[src/rtl/ma_stage.sv]
// ma_stage: memory-access pipeline stage.
// Takes the EXMA register contents, performs loads/stores over a req/ack
// data-memory port, formats load data, stalls upstream while an access is
// outstanding, forwards the MEM-stage value to EX and feeds the MAWB register.
// Optional build macro: MA_ALIGN_CHECK_EN (flags misaligned H/W accesses).
// i_MEM_Ctrl layout: [0] MA_RD, [1] MA_WR, [3:2] MA_SIZE (00 B, 01 H, 1x W), [4] MA_UNS.
module ma_stage #(
    parameter int WIDTH     = 32,
    parameter int ADDR_LSB  = 2,
    parameter int WB_WIDTH  = 2,
    parameter int MA_WIDTH  = 5,
    parameter int PC_WIDTH  = 32,
    parameter int RDSADDR_W = 5
) (
    input  logic                  clk,
    input  logic                  reset,
    input  logic [WB_WIDTH-1:0]   i_WB_Ctrl,
    input  logic [MA_WIDTH-1:0]   i_MEM_Ctrl,
    input  logic [WIDTH-1:0]      i_ALU_rslt,
    input  logic [WIDTH-1:0]      i_Rs2_val,
    input  logic [PC_WIDTH-1:0]   i_PC,
    input  logic [RDSADDR_W-1:0]  i_Rds_addr,
    input  logic                  i_MAWB_flush,
    input  logic                  i_MAWB_stall,
    output logic                  o_DMem_Req,
    output logic                  o_DMem_WE,
    output logic [WIDTH-1:0]      o_DMem_Addr,
    output logic [WIDTH-1:0]      o_DMem_WData,
    output logic [WIDTH/8-1:0]    o_DMem_BE,
    input  logic                  i_DMem_Ack,
    input  logic [WIDTH-1:0]      i_DMem_RData,
    output logic                  o_MA_Stall,
    output logic [WIDTH-1:0]      o_Data_To_EX,
    output logic [WB_WIDTH-1:0]   o_MAWB_WB,
    output logic [WIDTH-1:0]      o_MAWB_Data,
    output logic [PC_WIDTH-1:0]   o_MAWB_PC,
    output logic [RDSADDR_W-1:0]  o_MAWB_Rds_addr,
    output logic                  o_Misalign
);

    localparam int NBYTES = WIDTH / 8;

    localparam logic [0:0] S_IDLE = 1'b0;
    localparam logic [0:0] S_REQ  = 1'b1;

    logic [0:0]          state_q, state_d;
    logic                memop, isLoad, isStore, uns, sizeB, sizeH;
    logic [1:0]          sizeNorm;
    logic [ADDR_LSB-1:0] lsb, laneOff;
    logic                misaligned, startReq, ackNow;
    logic [NBYTES-1:0]   beNext;
    logic [WIDTH-1:0]    wdataNext, shifted, loadFmt, memResult, mawbData;

    logic [WIDTH-1:0]    reqAddr_q, reqWData_q;
    logic [NBYTES-1:0]   reqBE_q;
    logic                reqWE_q;
    logic [ADDR_LSB-1:0] fmtOff_q;
    logic [1:0]          fmtSize_q;
    logic                fmtUns_q;
    logic                heldValid_q;
    logic [WIDTH-1:0]    heldData_q;

    // Decode the memory control field; a simultaneous read+write counts as a read.
    assign memop    = i_MEM_Ctrl[0] | i_MEM_Ctrl[1];
    assign isLoad   = i_MEM_Ctrl[0];
    assign isStore  = i_MEM_Ctrl[1] & ~i_MEM_Ctrl[0];
    assign uns      = i_MEM_Ctrl[4];
    assign sizeB    = (i_MEM_Ctrl[3:2] == 2'b00);
    assign sizeH    = (i_MEM_Ctrl[3:2] == 2'b01);
    assign sizeNorm = sizeB ? 2'b00 : (sizeH ? 2'b01 : 2'b10);
    assign lsb      = i_ALU_rslt[ADDR_LSB-1:0];

`ifdef MA_ALIGN_CHECK_EN
    assign misaligned = memop & ((sizeH & lsb[0]) | (~sizeB & ~sizeH & (|lsb)));
`else
    assign misaligned = 1'b0;
`endif

    // A held result means the current EXMA op already completed, so it must not re-request.
    assign startReq   = (state_q == S_IDLE) & memop & ~heldValid_q & ~misaligned;
    assign ackNow     = (state_q == S_REQ) & i_DMem_Ack;
    assign o_MA_Stall = startReq | ((state_q == S_REQ) & ~i_DMem_Ack);
    assign o_DMem_Req = (state_q == S_REQ);

    // Byte-lane placement of the store data and the matching byte enables.
    always_comb begin
        laneOff   = '0;
        beNext    = '1;
        wdataNext = i_Rs2_val;
        if (sizeB) begin
            laneOff   = lsb;
            beNext    = NBYTES'(1) << lsb;
            wdataNext = {NBYTES{i_Rs2_val[7:0]}};
        end else if (sizeH) begin
            laneOff   = {lsb[ADDR_LSB-1:1], 1'b0};
            beNext    = NBYTES'(3) << {lsb[ADDR_LSB-1:1], 1'b0};
            wdataNext = {(WIDTH/16){i_Rs2_val[15:0]}};
        end
    end

    // Next-state logic: leave IDLE on a legal memop, return once memory acknowledges.
    always_comb begin
        state_d = state_q;
        case (state_q)
            S_IDLE:  if (startReq) state_d = S_REQ;
            S_REQ:   if (i_DMem_Ack) state_d = S_IDLE;
            default: state_d = S_IDLE;
        endcase
    end

    // State register.
    always_ff @(posedge clk) begin
        if (reset) state_q <= S_IDLE;
        else       state_q <= state_d;
    end

    // Request registers are captured once on entry to REQ and stay stable until the ack.
    always_ff @(posedge clk) begin
        if (reset) begin
            reqAddr_q   <= '0;
            reqWData_q  <= '0;
            reqBE_q     <= '0;
            reqWE_q     <= 1'b0;
            fmtOff_q    <= '0;
            fmtSize_q   <= 2'b00;
            fmtUns_q    <= 1'b0;
        end else if (startReq) begin
            reqAddr_q   <= {i_ALU_rslt[WIDTH-1:ADDR_LSB], {ADDR_LSB{1'b0}}};
            reqWData_q  <= wdataNext;
            reqBE_q     <= beNext;
            reqWE_q     <= isStore;
            fmtOff_q    <= laneOff;
            fmtSize_q   <= sizeNorm;
            fmtUns_q    <= uns;
        end
    end

    assign o_DMem_Addr  = reqAddr_q;
    assign o_DMem_WData = reqWData_q;
    assign o_DMem_BE    = reqBE_q;
    assign o_DMem_WE    = reqWE_q;

    // Extract the addressed lane from the raw read word and sign/zero-extend it.
    always_comb begin
        shifted = i_DMem_RData >> {fmtOff_q, 3'b000};
        case (fmtSize_q)
            2'b00:   loadFmt = {{(WIDTH-8){~fmtUns_q & shifted[7]}}, shifted[7:0]};
            2'b01:   loadFmt = {{(WIDTH-16){~fmtUns_q & shifted[15]}}, shifted[15:0]};
            default: loadFmt = i_DMem_RData;
        endcase
    end

    // Keep load data that arrives while MAWB is stalled until MAWB can take it.
    always_ff @(posedge clk) begin
        if (reset) begin
            heldValid_q <= 1'b0;
            heldData_q  <= '0;
        end else if (i_MAWB_flush) begin
            heldValid_q <= 1'b0;
        end else if (ackNow & i_MAWB_stall) begin
            heldValid_q <= 1'b1;
            heldData_q  <= loadFmt;
        end else if (~i_MAWB_stall) begin
            heldValid_q <= 1'b0;
        end
    end

    assign memResult    = heldValid_q ? heldData_q : loadFmt;
    assign mawbData     = isLoad ? memResult : i_ALU_rslt;
    assign o_Data_To_EX = mawbData;

    // MAWB register: flush beats stall, stall holds, stalled or faulting memops become bubbles.
    always_ff @(posedge clk) begin
        if (reset || i_MAWB_flush) begin
            o_MAWB_WB       <= '0;
            o_MAWB_Data     <= '0;
            o_MAWB_PC       <= '0;
            o_MAWB_Rds_addr <= '0;
        end else if (i_MAWB_stall) begin
            o_MAWB_WB       <= o_MAWB_WB;
        end else if (o_MA_Stall || (misaligned && (state_q == S_IDLE))) begin
            o_MAWB_WB       <= '0;
            o_MAWB_Data     <= '0;
            o_MAWB_PC       <= '0;
            o_MAWB_Rds_addr <= '0;
        end else begin
            o_MAWB_WB       <= i_WB_Ctrl;
            o_MAWB_Data     <= mawbData;
            o_MAWB_PC       <= i_PC;
            o_MAWB_Rds_addr <= i_Rds_addr;
        end
    end

`ifdef MA_ALIGN_CHECK_EN
    logic misalign_q;

    // Flag a misaligned access for the cycle after it is seen in IDLE.
    always_ff @(posedge clk) begin
        if (reset) misalign_q <= 1'b0;
        else       misalign_q <= misaligned & (state_q == S_IDLE) & ~heldValid_q;
    end

    assign o_Misalign = misalign_q;
`else
    assign o_Misalign = 1'b0;
`endif

endmodule

[config.mk]
export PLATFORM = sky130hd
export DESIGN_NAME = ma_stage
export DESIGN_NICKNAME = d
export VERILOG_FILES = /design/src/rtl/ma_stage.sv
export SDC_FILE = /design/constraint.sdc
export NUM_CORES = 1
export LEC_CHECK = 0
export BUFFER_PORTS_ARGS = -buffer_cell sky130_fd_sc_hd__buf_2
export CORE_MARGIN = 2
export CORE_UTILIZATION = 49
export DETAILED_ROUTE_END_ITERATION = 16
export PLACE_DENSITY_LB_ADDON = 0.08
export SYNTH_ARGS = -nofsm -noshare
export SYNTH_HDL_FRONTEND = slang
export SYNTH_SLANG_ARGS = --single-unit
[constraint.sdc]
create_clock -name clk -period 2.1 [get_ports clk]
set_input_delay 0.315 -clock clk [delete_from_list [all_inputs] [get_ports clk]]
set_output_delay 0.315 -clock clk [all_outputs]
set_load 0.01 [all_outputs]
==> flow_summary.ini <==
[synthesis]
async_flop_share_pct = 0
synth_warnings = 0
synth_seq_cells = 177
synth.largest_area_cell = dfxtp_1
synth-edff-count = 0
netlist_top_cells_area = dfxtp_1, nand2_1, a22o_1, a21oi_1, nor2_1
synth_flop_cell = dfxtp_1
syn_inst = 932
synth_area_per_cell_um2 = 8.75
synth_area_um2 = 8150
synth_top_area_share_pct = 43.5
ys_types = 58
ys_seq_area_share_pct = 43.5

[pwr]
switching_share_pct = 29.0
irDropWorstVdd_mv = 0.554
p_sw_mw = 2.51
p_per_area_nw_per_um2 = 790
p_int_mw = 6.13
power_mw = 8.64
power.share.clock_pct = 37.7
sequentialPowerShare_pct = 41.8
leakage_nw = 4.81
pwr-share-comb_pct = 20.4

[floorplan]
dieArea_um2 = 17700
die_width_um = 133
dieHeight_um = 133
initial_core_util_pct = 49.7
core-area_um2 = 16400
num_io_pins = 320
rows = 47

[final_layout]
syn_to_final_growth_pct = 34.0
multi_input_area_um2 = 4280
nFillCells = 1420
regArea_um2 = 3560
nets = 1376
finalInstanceArea_um2 = 10900
drive_above_1_share_pct = 37.6

[timing]
setup_ws_ns = -0.253
max_freq_mhz = 425
finalHoldViolations = 0
finClkSkew_ns = 0.0102
worst_pin_slew_ns = 0.882
setup-violations-final = 32
drv_slew = 0
rsz0062_at_grt = true
fin_crit_sh_pct = 112
slew_headroom_pct = 41.2
post-route-min-period_ns = 2.35

[clock_network]
cts.clk_slew.worst_paths_ns = 0.06
cts-root-buf = clkbuf_16
cts_made_buffers = 17
cts.sinks = 177
htree_levels = 4
cts_tree = done
clock_path_buffers = 2
clk_latency_ns = 0.43
holdBufCountCts = 0

[drt]
viasPerCell = 5.55
wire_per_inst_um = 17.5
drc_errors = 0
drt-total-wl_mm = 25.7
ant_nets = 0
drt-met1-wl_mm = 11.3
highest_layer = met4
met3_length_mm = 1.90
drtIter0Drc = 536
vias = 8148
wl_met2_mm = 12.0
first_pass_iters = 5

[status]
violations = setup timing
status = finished with violations

[run]
drv_cap = 0

[placement]
dp_hpwl_mm = 18.0
place_ws_ns = 0.0170
io_buffers = 316
place_congestion = 0.848
placed_area_um2 = 9970

[worst_hold_path]
min_path_type = in -> reg

[grt]
grt_max_degree = 106
antenna_found_initial = 3
track_usage_pct = 28.1
grt_pass1_vias = 7409
grt_pass1_wl_mm = 39.8
gr-total-overflow = 0

[worst_setup_path]
worstPathCellList = buf_4, clkinvlp_4, o32ai_1, a2111o_1, a31oi_4, buf_6
critPathLaunchType = register
critPathMaxFanout = 8
critPathMaxStageDelay_ns = 0.40
endpoint_kind = output pin
cp.arrival_ns = 2.04
crit_required_ns = 1.78
path_class = reg -> out
slowest_stage = o32ai_1
## routing by layer
metal / vias up / track usage, %
li1: 3990 / -
met1: 3825 / 38.4
met2: 299 / 43.8
met3: 34 / 6.55
met4: 0 / 9.44
met5: - / 0
## final timing paths
check	startpoint	endpoint	slack, ns	cells past startpoint
setup reg to reg	fmtOff_q[1]$_SDFFE_PP0P_	heldData_q[28]$_SDFFE_PP0P_	0.17	8
hold / removal	i_PC[20]	o_MAWB_PC[20]$_SDFFE_PP0N_	0.10	2
hold reg to reg	o_DMem_WData[31]$_SDFFE_PP0P_	o_DMem_WData[31]$_SDFFE_PP0P_	0.45	2
setup / recovery	fmtOff_q[1]$_SDFFE_PP0P_	o_Data_To_EX[6]	-0.25	6
## final cells by class
cell class	instances	area share, %
flip-flops and latches	177	32.6
well taps	220	2.52
inverters	5	0.218
clock buffers	19	4.15
diodes	3	0.0687
multi-input cells	659	39.1
clock inverters	13	1.35
repair buffers	371	20.0
## through the flow
step                std cells  setup TNS (ns)  hold slack [ns]  utilization, %
global placement         1418               0            0.438            60.8
finish                   1467           -6.11            0.102            66.6
detailed placement       1418               0            0.443            60.8
floorplan                 934               0            0.436               -
global route             1467           -8.64           0.0941            66.6
CTS                      1460           -6.25           0.0882            65.7
## state kept, by name, summed over array words and instances, names as in the netlist
signal,count
fmtOff_q,2
fmtSize_q,2
fmtUns_q,1
heldData_q,32
heldValid_q,1
o_DMem_Addr,30
o_DMem_BE,4
o_DMem_Req,1
o_DMem_WData,32
o_DMem_WE,1
o_MAWB_Data,32
o_MAWB_PC,32
o_MAWB_Rds_addr,5
o_MAWB_WB,2
## worst max-delay path: cells and delay by family (launching register included)
family | cells | cell delay [ns]
compound gates | 3 | 0.72
buf+inv | 3 | 0.51
flops | 1 | 0.37
## power by group through the flow
stage	clock, mW	sequential [mW]	combinational [mW]
finish	3.26	3.61	1.76
global route	3.46	3.63	1.91
CTS	3.31	3.61	1.70
detailed placement	0	3.69	1.61
global placement	0	3.68	1.60
floorplan	0	3.75	0.873
## cell usage in the layout (no fill, tap or decap), drive strengths merged, types with 2 or more instances in the layout
cell type / synthesis / layout
buf: 37 / 371
dfxtp: 177 / 177
nand2: 171 / 171
a21oi: 98 / 98
nor2: 72 / 72
a22o: 65 / 65
o21ai: 52 / 52
a211oi: 26 / 26
mux2i: 24 / 24
clkbuf: 53 / 19
nand3b: 18 / 18
a221oi: 17 / 17
a311oi: 14 / 14
o211ai: 13 / 13
o31a: 8 / 8
inv: 4 / 8
nand3: 7 / 7
a2111o: 7 / 7
a2111oi: 7 / 7
nor2b: 7 / 7
o32ai: 7 / 7
a31oi: 7 / 7
clkinv: 1 / 7
o22a: 6 / 6
or2: 4 / 4
diode: 0 / 3
conb: 1 / 3
o21a: 3 / 3
o22ai: 3 / 3
mux2: 2 / 2
a32oi: 2 / 2
nand2b: 2 / 2
or3: 2 / 2
nor3: 2 / 2
bufinv: 0 / 2
nor3b: 2 / 2
o311ai: 2 / 2
## synth_stat cells (13+ instances only)
cell	count
nand2_1	171
a311oi_1	14
mux2i_1	24
a211oi_1	16
clkbuf_1	50
dfxtp_1	177
a221oi_1	17
o21ai_0	50
buf_2	18
o211ai_1	13
a21oi_1	85
a22o_1	65
nor2_1	71
nand3b_1	18
## logic make-up after synthesis
| logic type | after synthesis | synth area share, % |
|---|---|---|
| other cells | 1 | 0.0460 |
| simple gates | 290 | 15.4 |
| xor+xnor | 1 | 0.107 |
| flops | 177 | 43.5 |
| compound gates | 339 | 31.6 |
| buf+inv | 98 | 6.12 |
| mux | 26 | 3.27 |
## repair_timing
action | 4_1_cts | 5_1_grt
setup buffers | 10 | 4
endpoints found under the setup margin | 32 | 33
pin swaps | 6 | 9
endpoints found under the hold margin | 0 | 0
gates resized for setup | 30 | 20
Note: power is estimated with default switching activity, not from simulation.
